### src/rtl/uart_apb_master.sv
// Command/response front end that turns single accepted commands into APB transfers.
// One transfer is in flight at a time, and every output comes straight from a register.
module uart_apb_master #(
    parameter int ADDR_WIDTH = 32,
    parameter int DATA_WIDTH = 32,
    parameter int TIMEOUT    = 16
) (
    input  logic                  PCLK,
    input  logic                  PRESET,
    input  logic                  cmd_valid,
    output logic                  cmd_ready,
    input  logic                  cmd_write,
    input  logic [ADDR_WIDTH-1:0] cmd_addr,
    input  logic [DATA_WIDTH-1:0] cmd_wdata,
    output logic                  rsp_valid,
    input  logic                  rsp_ready,
    output logic [DATA_WIDTH-1:0] rsp_rdata,
    output logic                  rsp_error,
    output logic                  rsp_timeout,
    output logic                  PSEL,
    output logic                  PENABLE,
    output logic                  PWRITE,
    output logic [ADDR_WIDTH-1:0] PADDR,
    output logic [DATA_WIDTH-1:0] PWDATA,
    input  logic                  PREADY,
    input  logic [DATA_WIDTH-1:0] PRDATA,
    input  logic                  PSLVERR
);

    typedef enum logic [1:0] {IDLE, SETUP, ACCESS, RESP} state_t;

    localparam logic [16:0] TIMEOUT_LIMIT = 17'(TIMEOUT);

    state_t                state, state_nxt;
    logic [15:0]           count, count_nxt;
    logic [16:0]           count_inc;
    logic                  cmd_ready_nxt, rsp_valid_nxt, rsp_error_nxt, rsp_timeout_nxt;
    logic                  psel_nxt, penable_nxt, pwrite_nxt;
    logic [DATA_WIDTH-1:0] rsp_rdata_nxt, pwdata_nxt;
    logic [ADDR_WIDTH-1:0] paddr_nxt;

    // The count plus one is the number of ACCESS edges including the current one.
    assign count_inc = {1'b0, count} + 17'd1;

    always_comb begin
        state_nxt       = state;
        count_nxt       = count;
        cmd_ready_nxt   = cmd_ready;
        rsp_valid_nxt   = rsp_valid;
        rsp_error_nxt   = rsp_error;
        rsp_timeout_nxt = rsp_timeout;
        rsp_rdata_nxt   = rsp_rdata;
        psel_nxt        = PSEL;
        penable_nxt     = PENABLE;
        pwrite_nxt      = PWRITE;
        paddr_nxt       = PADDR;
        pwdata_nxt      = PWDATA;
        case (state)
            IDLE: begin
                cmd_ready_nxt = 1'b1;
                if (cmd_valid && cmd_ready) begin
                    state_nxt     = SETUP;
                    cmd_ready_nxt = 1'b0;
                    count_nxt     = '0;
                    psel_nxt      = 1'b1;
                    penable_nxt   = 1'b0;
                    pwrite_nxt    = cmd_write;
                    paddr_nxt     = cmd_addr;
                    pwdata_nxt    = cmd_write ? cmd_wdata : '0;
                end
            end
            SETUP: begin
                state_nxt   = ACCESS;
                penable_nxt = 1'b1;
            end
            ACCESS: begin
                if (PREADY) begin
                    state_nxt       = RESP;
                    psel_nxt        = 1'b0;
                    penable_nxt     = 1'b0;
                    rsp_valid_nxt   = 1'b1;
                    rsp_error_nxt   = PSLVERR;
                    rsp_timeout_nxt = 1'b0;
                    rsp_rdata_nxt   = (!PWRITE && !PSLVERR) ? PRDATA : '0;
                end else if (TIMEOUT != 0 && count_inc >= TIMEOUT_LIMIT) begin
                    state_nxt       = RESP;
                    psel_nxt        = 1'b0;
                    penable_nxt     = 1'b0;
                    rsp_valid_nxt   = 1'b1;
                    rsp_error_nxt   = 1'b1;
                    rsp_timeout_nxt = 1'b1;
                    rsp_rdata_nxt   = '0;
                end else begin
                    count_nxt = count + 16'd1;
                end
            end
            RESP: begin
                if (rsp_ready) begin
                    state_nxt     = IDLE;
                    rsp_valid_nxt = 1'b0;
                    cmd_ready_nxt = 1'b1;
                end
            end
            default: begin
                state_nxt     = IDLE;
                cmd_ready_nxt = 1'b0;
                rsp_valid_nxt = 1'b0;
                psel_nxt      = 1'b0;
                penable_nxt   = 1'b0;
            end
        endcase
    end

    // Reset drops any transfer in flight without producing a response.
    always_ff @(posedge PCLK or posedge PRESET) begin
        if (PRESET) begin
            state       <= IDLE;
            count       <= '0;
            cmd_ready   <= 1'b0;
            rsp_valid   <= 1'b0;
            rsp_error   <= 1'b0;
            rsp_timeout <= 1'b0;
            rsp_rdata   <= '0;
            PSEL        <= 1'b0;
            PENABLE     <= 1'b0;
            PWRITE      <= 1'b0;
            PADDR       <= '0;
            PWDATA      <= '0;
        end else begin
            state       <= state_nxt;
            count       <= count_nxt;
            cmd_ready   <= cmd_ready_nxt;
            rsp_valid   <= rsp_valid_nxt;
            rsp_error   <= rsp_error_nxt;
            rsp_timeout <= rsp_timeout_nxt;
            rsp_rdata   <= rsp_rdata_nxt;
            PSEL        <= psel_nxt;
            PENABLE     <= penable_nxt;
            PWRITE      <= pwrite_nxt;
            PADDR       <= paddr_nxt;
            PWDATA      <= pwdata_nxt;
        end
    end

endmodule
### config.mk
export PLATFORM = sky130hd
export DESIGN_NAME = uart_apb_master
export DESIGN_NICKNAME = d
export VERILOG_FILES = /design/src/rtl/uart_apb_master.sv
export SDC_FILE = /design/constraint.sdc
export NUM_CORES = 1
export LEC_CHECK = 0
export ABC_AREA = 1
export CELL_PAD_IN_SITES_DETAIL_PLACEMENT = 1
export CELL_PAD_IN_SITES_GLOBAL_PLACEMENT = 1
export CORE_UTILIZATION = 28
export DETAILED_ROUTE_END_ITERATION = 8
export PLACE_DENSITY = 0.78
export SYNTH_ARGS = -nofsm -noshare
export SYNTH_HDL_FRONTEND = slang
export SYNTH_SLANG_ARGS = --single-unit
### constraint.sdc
create_clock -name PCLK -period 4.05 [get_ports PCLK]
set_clock_uncertainty 0.05 [all_clocks]
set_input_delay 0.81 -clock PCLK [delete_from_list [all_inputs] [get_ports PCLK]]
set_output_delay 0.81 -clock PCLK [all_outputs]
set_load 0.005 [all_outputs]
# == Yosys cells after proc, flatten, opt, wreduce, memory -nomap -nowiden ==
# Cells that the tools add are included.
# Widths: inputs -> output; s select.
# totals
reg_bits,121
elab_cells,69
out_inout_bits,103
inputBits,103
# op_classes
muxes,28
reduce_logical,18
magnitude_cmp,1
add_sub_neg,2
n_eq_ne,8
# ops
op,count
$mux 32,4
$mux 16,3
$pmux 16 s2,1
$add 16x1->17 const B,1
$ge 17x5->1 const B,1
$add 16x1->16 const B,1
$reduce_and 3->1,4
$mux 1,11
$mux 2,4
$ne 2x2->1 const B,4
$pmux 2 s4,1
$reduce_bool 2->1,4
$pmux 1 s2,3
$reduce_and 2->1,3
$eq 2x2->1 const B,2
$reduce_and 4->1,1
$ne 3x3->1 const B,1
$pmux 1 s3,1
$reduce_bool 3->1,1
$eq 2x1->1 const B,1
$logic_and 1x1->1,2
$logic_not 1->1,2
$logic_not 2->1,1

# == Longest topological paths before layout ==
# logic_depth
depth_word,5
ltp_mapped,15
mapped_depth_nobuf,15

# == Worst setup path before layout ==
# Ideal clock, no wire load.
# synth_path
path_kind,reg-to-reg
start,reg count[0]
end,reg count[10]
setup_slack_ps,2159
stages_incl_launch_ff,14
arrival_time_ps,1708
path_cell_list,dfrtp_1 -> ha_1 -> nand2_2 -> nor2_4 -> nand2_2 -> nor2_4 -> nand3_1 -> nand2_1 -> nand2_1 -> nor2_2 -> nand2_2 -> nand2_4 -> buf_4 -> a21oi_1
# synth_between
elab_chain_cells,4
word_cells_on_any_way,8
# synth_rtl
item,line_no,rtl
from (decl),35,"logic [15:0] count, count_nxt;"
from (signal assigned),131,count <= count_nxt;
$add 16x1->17 or $add 16x1->16 (tied branches),"43, 94",
$ge 17x5->1 or $mux 16 (tied branches),85,end else if (TIMEOUT != 0 && count_inc >= TIMEOUT_LIMIT) begin
$ne 2x2->1 (no source line) or $mux 16 (tied branches),--,
$reduce_and 4->1 (no source line) or $pmux 16 s2 (tied branches),--,
# Several ways; a longest one is shown, not always the timed one. The select of a mux whose other input is x is not followed.
# A chain may end at the register's enable or synchronous reset.

# == Worst setup path after layout ==
# layout_path
start,reg count[0]
end,reg count[2]
# Same word-level chain as after synthesis.

==> flow_summary.toml <==
[sta]
setup_viol = 0
tightest_slew_ns = 1.04
period_share = 0.662
rsz0062_at_grt = "no"
maxSlewViolCount = 0
layout_min_cycle_time_ns = 2.68
relSlewSlack = 0.302
fmax_ghz = 0.373
hold_viol = 0
tns_ns = 0
fin_worst_hold_slack_ns = 0.417

[logic_synthesis]
synth_async_sr_flop_share = 1.00
syn_area_um2 = 5190
syn_inst = 614
syn-num-nets = 722
syn_avg_cell_area_um2 = 8.46
yosysSeqAreaShare = 0.583
yosysUniqueCellTypes = 24
ys_seq_elements = 121
synth_ff_type = "dfrtp_1"
synth-edff-count = 0
yosysWarnings = 0

[worst_setup_path]
critPathCaptureType = "flip-flop"
arrival_ns = 2.93
cpMostUsedCell = "nand2_1"
max_stage_delay_ns = 0.42
critical_path_required_ns = 4.30
path_buf_inv = 0
startpoint_type = "flip-flop"
worstPathMaxFanout = 53
path_class = "reg -> reg"
ff2ff_path_depth = 14
cp_top_family = "simple AND/OR/NAND/NOR gates"
crit_cells = 14
crit_chain = "ha_1 > nand2_2 > nor2_4 > nand2_2 > nor2_4 > nand3_1 > nand2_1 > nand2_1 > nor2_2 > nand2_2 > nand2_4 > nand2_1 > nand2_1 > nand2_1"
crit_path_top_delay_cell = "dfrtp_1"

[pwr]
p_seq_frac = 0.364
p_clk_frac = 0.265
p_switching_mw = 1.78
p_int_mw = 3.59
p_leak_nw = 3.86
switching_share = 0.331
combPwrFrac = 0.371
ir_worst_vdd_uv = 280
p_per_area_nw_per_um2 = 670

[layout]
diodes = 0
finish.utilization = 0.444
register_area_um2 = 3030
synthToLayoutAreaGrowth_pct = 54.5
nFillCells = 2109
final_layout_size_suffix_gt1_frac = 0.0663
multiInputGateArea_um2 = 1820
fin_nets = 924

[global_routing]
grt_pass1_vias = 5163
grt_util_all_layers = 0.174
grt_pass1_wl_mm = 26.6
grt_overflow_total = 0
grt_max_degree = 67
antenna_found_initial = 0

[run_status]
violations = "design-rule violations"
status = "complete, but fails checks"

[route]
dr_total_vias = 4757
drt-vias-per-instance = 4.50
first_pass_iters = 7
postRouteAntennaNets = 0
wl_mm = 15.9
drt_iter0_drc = 195
drc_errors = 14
wire_per_inst_um = 15.0

[cts]
cts.sinks = 121
htreeDepth = 4
cts.clk_slew.worst_paths_ns = 0.06
clock_path_buffers = 2
clk_latency_ns = 0.41
post_cts_buffers = 0
cts_tree = "yes"
cts_resized = 0
cts-root-buf = "clkbuf_16"
cts_hold_buf = 0
cts_made_buffers = 17

[run]
cap_violations = 0

[floorplan]
dieArea_um2 = 19100
die_h_um = 138
die_w_um = 138
coreArea_um2 = 18100
io_pins = 206
core.rowCount = 49
initial_utilization = 0.287

[placed_design]
portBuffers = 205
place_congestion = 0.764
hpwlAfterDp_mm = 11.2

[min_path]
hold_path.class = "reg -> reg"
hold_path_depth = 2
==> flip-flops by register name (all words and copies together) (netlist names) <==
name	cells
PSEL	1
PADDR	32
cmd_ready	1
state	2
rsp_error	1
rsp_timeout	1
PWRITE	1
count	16
PENABLE	1
PWDATA	32
rsp_rdata	32
rsp_valid	1
==> cells in the final DEF (no fill, tap or decap) <==
| cell | Yosys | routed |
|---|---|---|
| clkinvlp_4 | 0 | 5 |
| inv_8 | 0 | 1 |
| o21ai_0 | 39 | 39 |
| xor2_1 | 3 | 3 |
| nand3_1 | 52 | 52 |
| nor3_1 | 1 | 1 |
| inv_1 | 57 | 55 |
| clkinv_2 | 0 | 1 |
| o21ai_1 | 2 | 2 |
| dfrtp_1 | 121 | 121 |
| o21ai_2 | 1 | 1 |
| a21oi_1 | 14 | 14 |
| clkbuf_1 | 21 | 1 |
| buf_12 | 0 | 2 |
| nand4_1 | 5 | 5 |
| nand2_1 | 255 | 255 |
| clkbuf_8 | 0 | 1 |
| clkbuf_16 | 0 | 17 |
| clkdlybuf4s50_1 | 0 | 205 |
| nand2_2 | 5 | 5 |
| inv_2 | 0 | 1 |
| ha_1 | 5 | 5 |
| a21boi_0 | 2 | 2 |
| nor2_2 | 4 | 4 |
| inv_6 | 0 | 7 |
| nor2_1 | 14 | 13 |
| nand2_4 | 1 | 1 |
| nor2_4 | 3 | 4 |
| nor3_2 | 1 | 1 |
| nand3b_1 | 1 | 1 |
| buf_4 | 1 | 4 |
==> synthesized netlist by cell type (2+ instances only) <==
cell,number,area share
ha_1,5,0.012
clkbuf_1,21,0.015
buf_1,2,0.0014
nor2_4,3,0.0065
nand3_1,52,0.050
nor2_1,14,0.010
inv_1,57,0.041
nand2_2,5,0.0060
nand4_1,5,0.0060
a21boi_0,2,0.0029
o21ai_1,2,0.0019
xor2_1,3,0.0051
o21ai_0,39,0.038
dfrtp_1,121,0.58
nand2_1,255,0.18
nor2_2,4,0.0048
a21oi_1,14,0.013
buf_6,4,0.0087
==> worst min-delay path, stage by stage, from the launching register on <==
cell     delay, ns
dfrtp_1       0.34
nand2_1       0.05
nand2_1       0.05
==> final cells by class <==
type | instances | share of cell area
clock buffer | 19 | 0.0552
clock inverter | 13 | 0.0134
inverter | 57 | 0.0271
multi-input combinational | 408 | 0.227
sequential | 121 | 0.377
tap | 229 | 0.0357
timing repair buffer | 211 | 0.264
==> layer usage <==
metal	track usage	wire length [µm]	vias up
met5	0	0	-
met4	0.0597	242	0
met3	0.0547	1080	15
met2	0.303	7730	137
met1	0.203	6810	2298
li1	-	-	2307
==> worst paths after layout <==
path / startpoint / slack, ns / end
max in group asynchronous: PRESET / 2.26 / PADDR[12]
max: count[0] / 1.37 / count[2]
min reg2reg: PADDR[31] / 0.42 / PADDR[31]
min in group asynchronous: PRESET / 0.90 / PWDATA[27]
max reg2reg: count[0] / 1.37 / count[2]
min: PADDR[31] / 0.42 / PADDR[31]
==> logic make-up after synthesis <==
logic type,synth area share
XOR/XNOR,0.00506
adder cells (fa/ha/maj),0.0120
AND/OR/NAND/NOR,0.274
buffers and inverters,0.0679
flip-flops,0.583
AO/OA/AOI/OAI,0.0576
==> power groups by stage <==
stage | sequential [mW] | clock [mW] | combinational (mW)
floorplan | 1.98 | 0 | 0.728
global placement | 1.95 | 0 | 1.98
detailed placement | 1.97 | 0 | 2.03
CTS | 1.96 | 1.46 | 2.04
global route | 2.02 | 1.51 | 2.21
finish | 1.96 | 1.43 | 1.99
==> through the flow <==
| stage | worst slack [ns] | cells | cell area (µm²) | power (mW) |
|---|---|---|---|---|
| after detailed placement | 1.07 | 1026 | 7470 | 4.00 |
| after CTS | 1.36 | 1058 | 8030 | 5.47 |
| final | 1.37 | 1058 | 8030 | 5.37 |
| after floorplan | 1.71 | 614 | 5200 | 2.71 |
| after global routing | 1.08 | 1058 | 8030 | 5.73 |
| after global placement | 1.27 | 1026 | 7470 | 3.93 |
(Power assumes the default switching activity.)
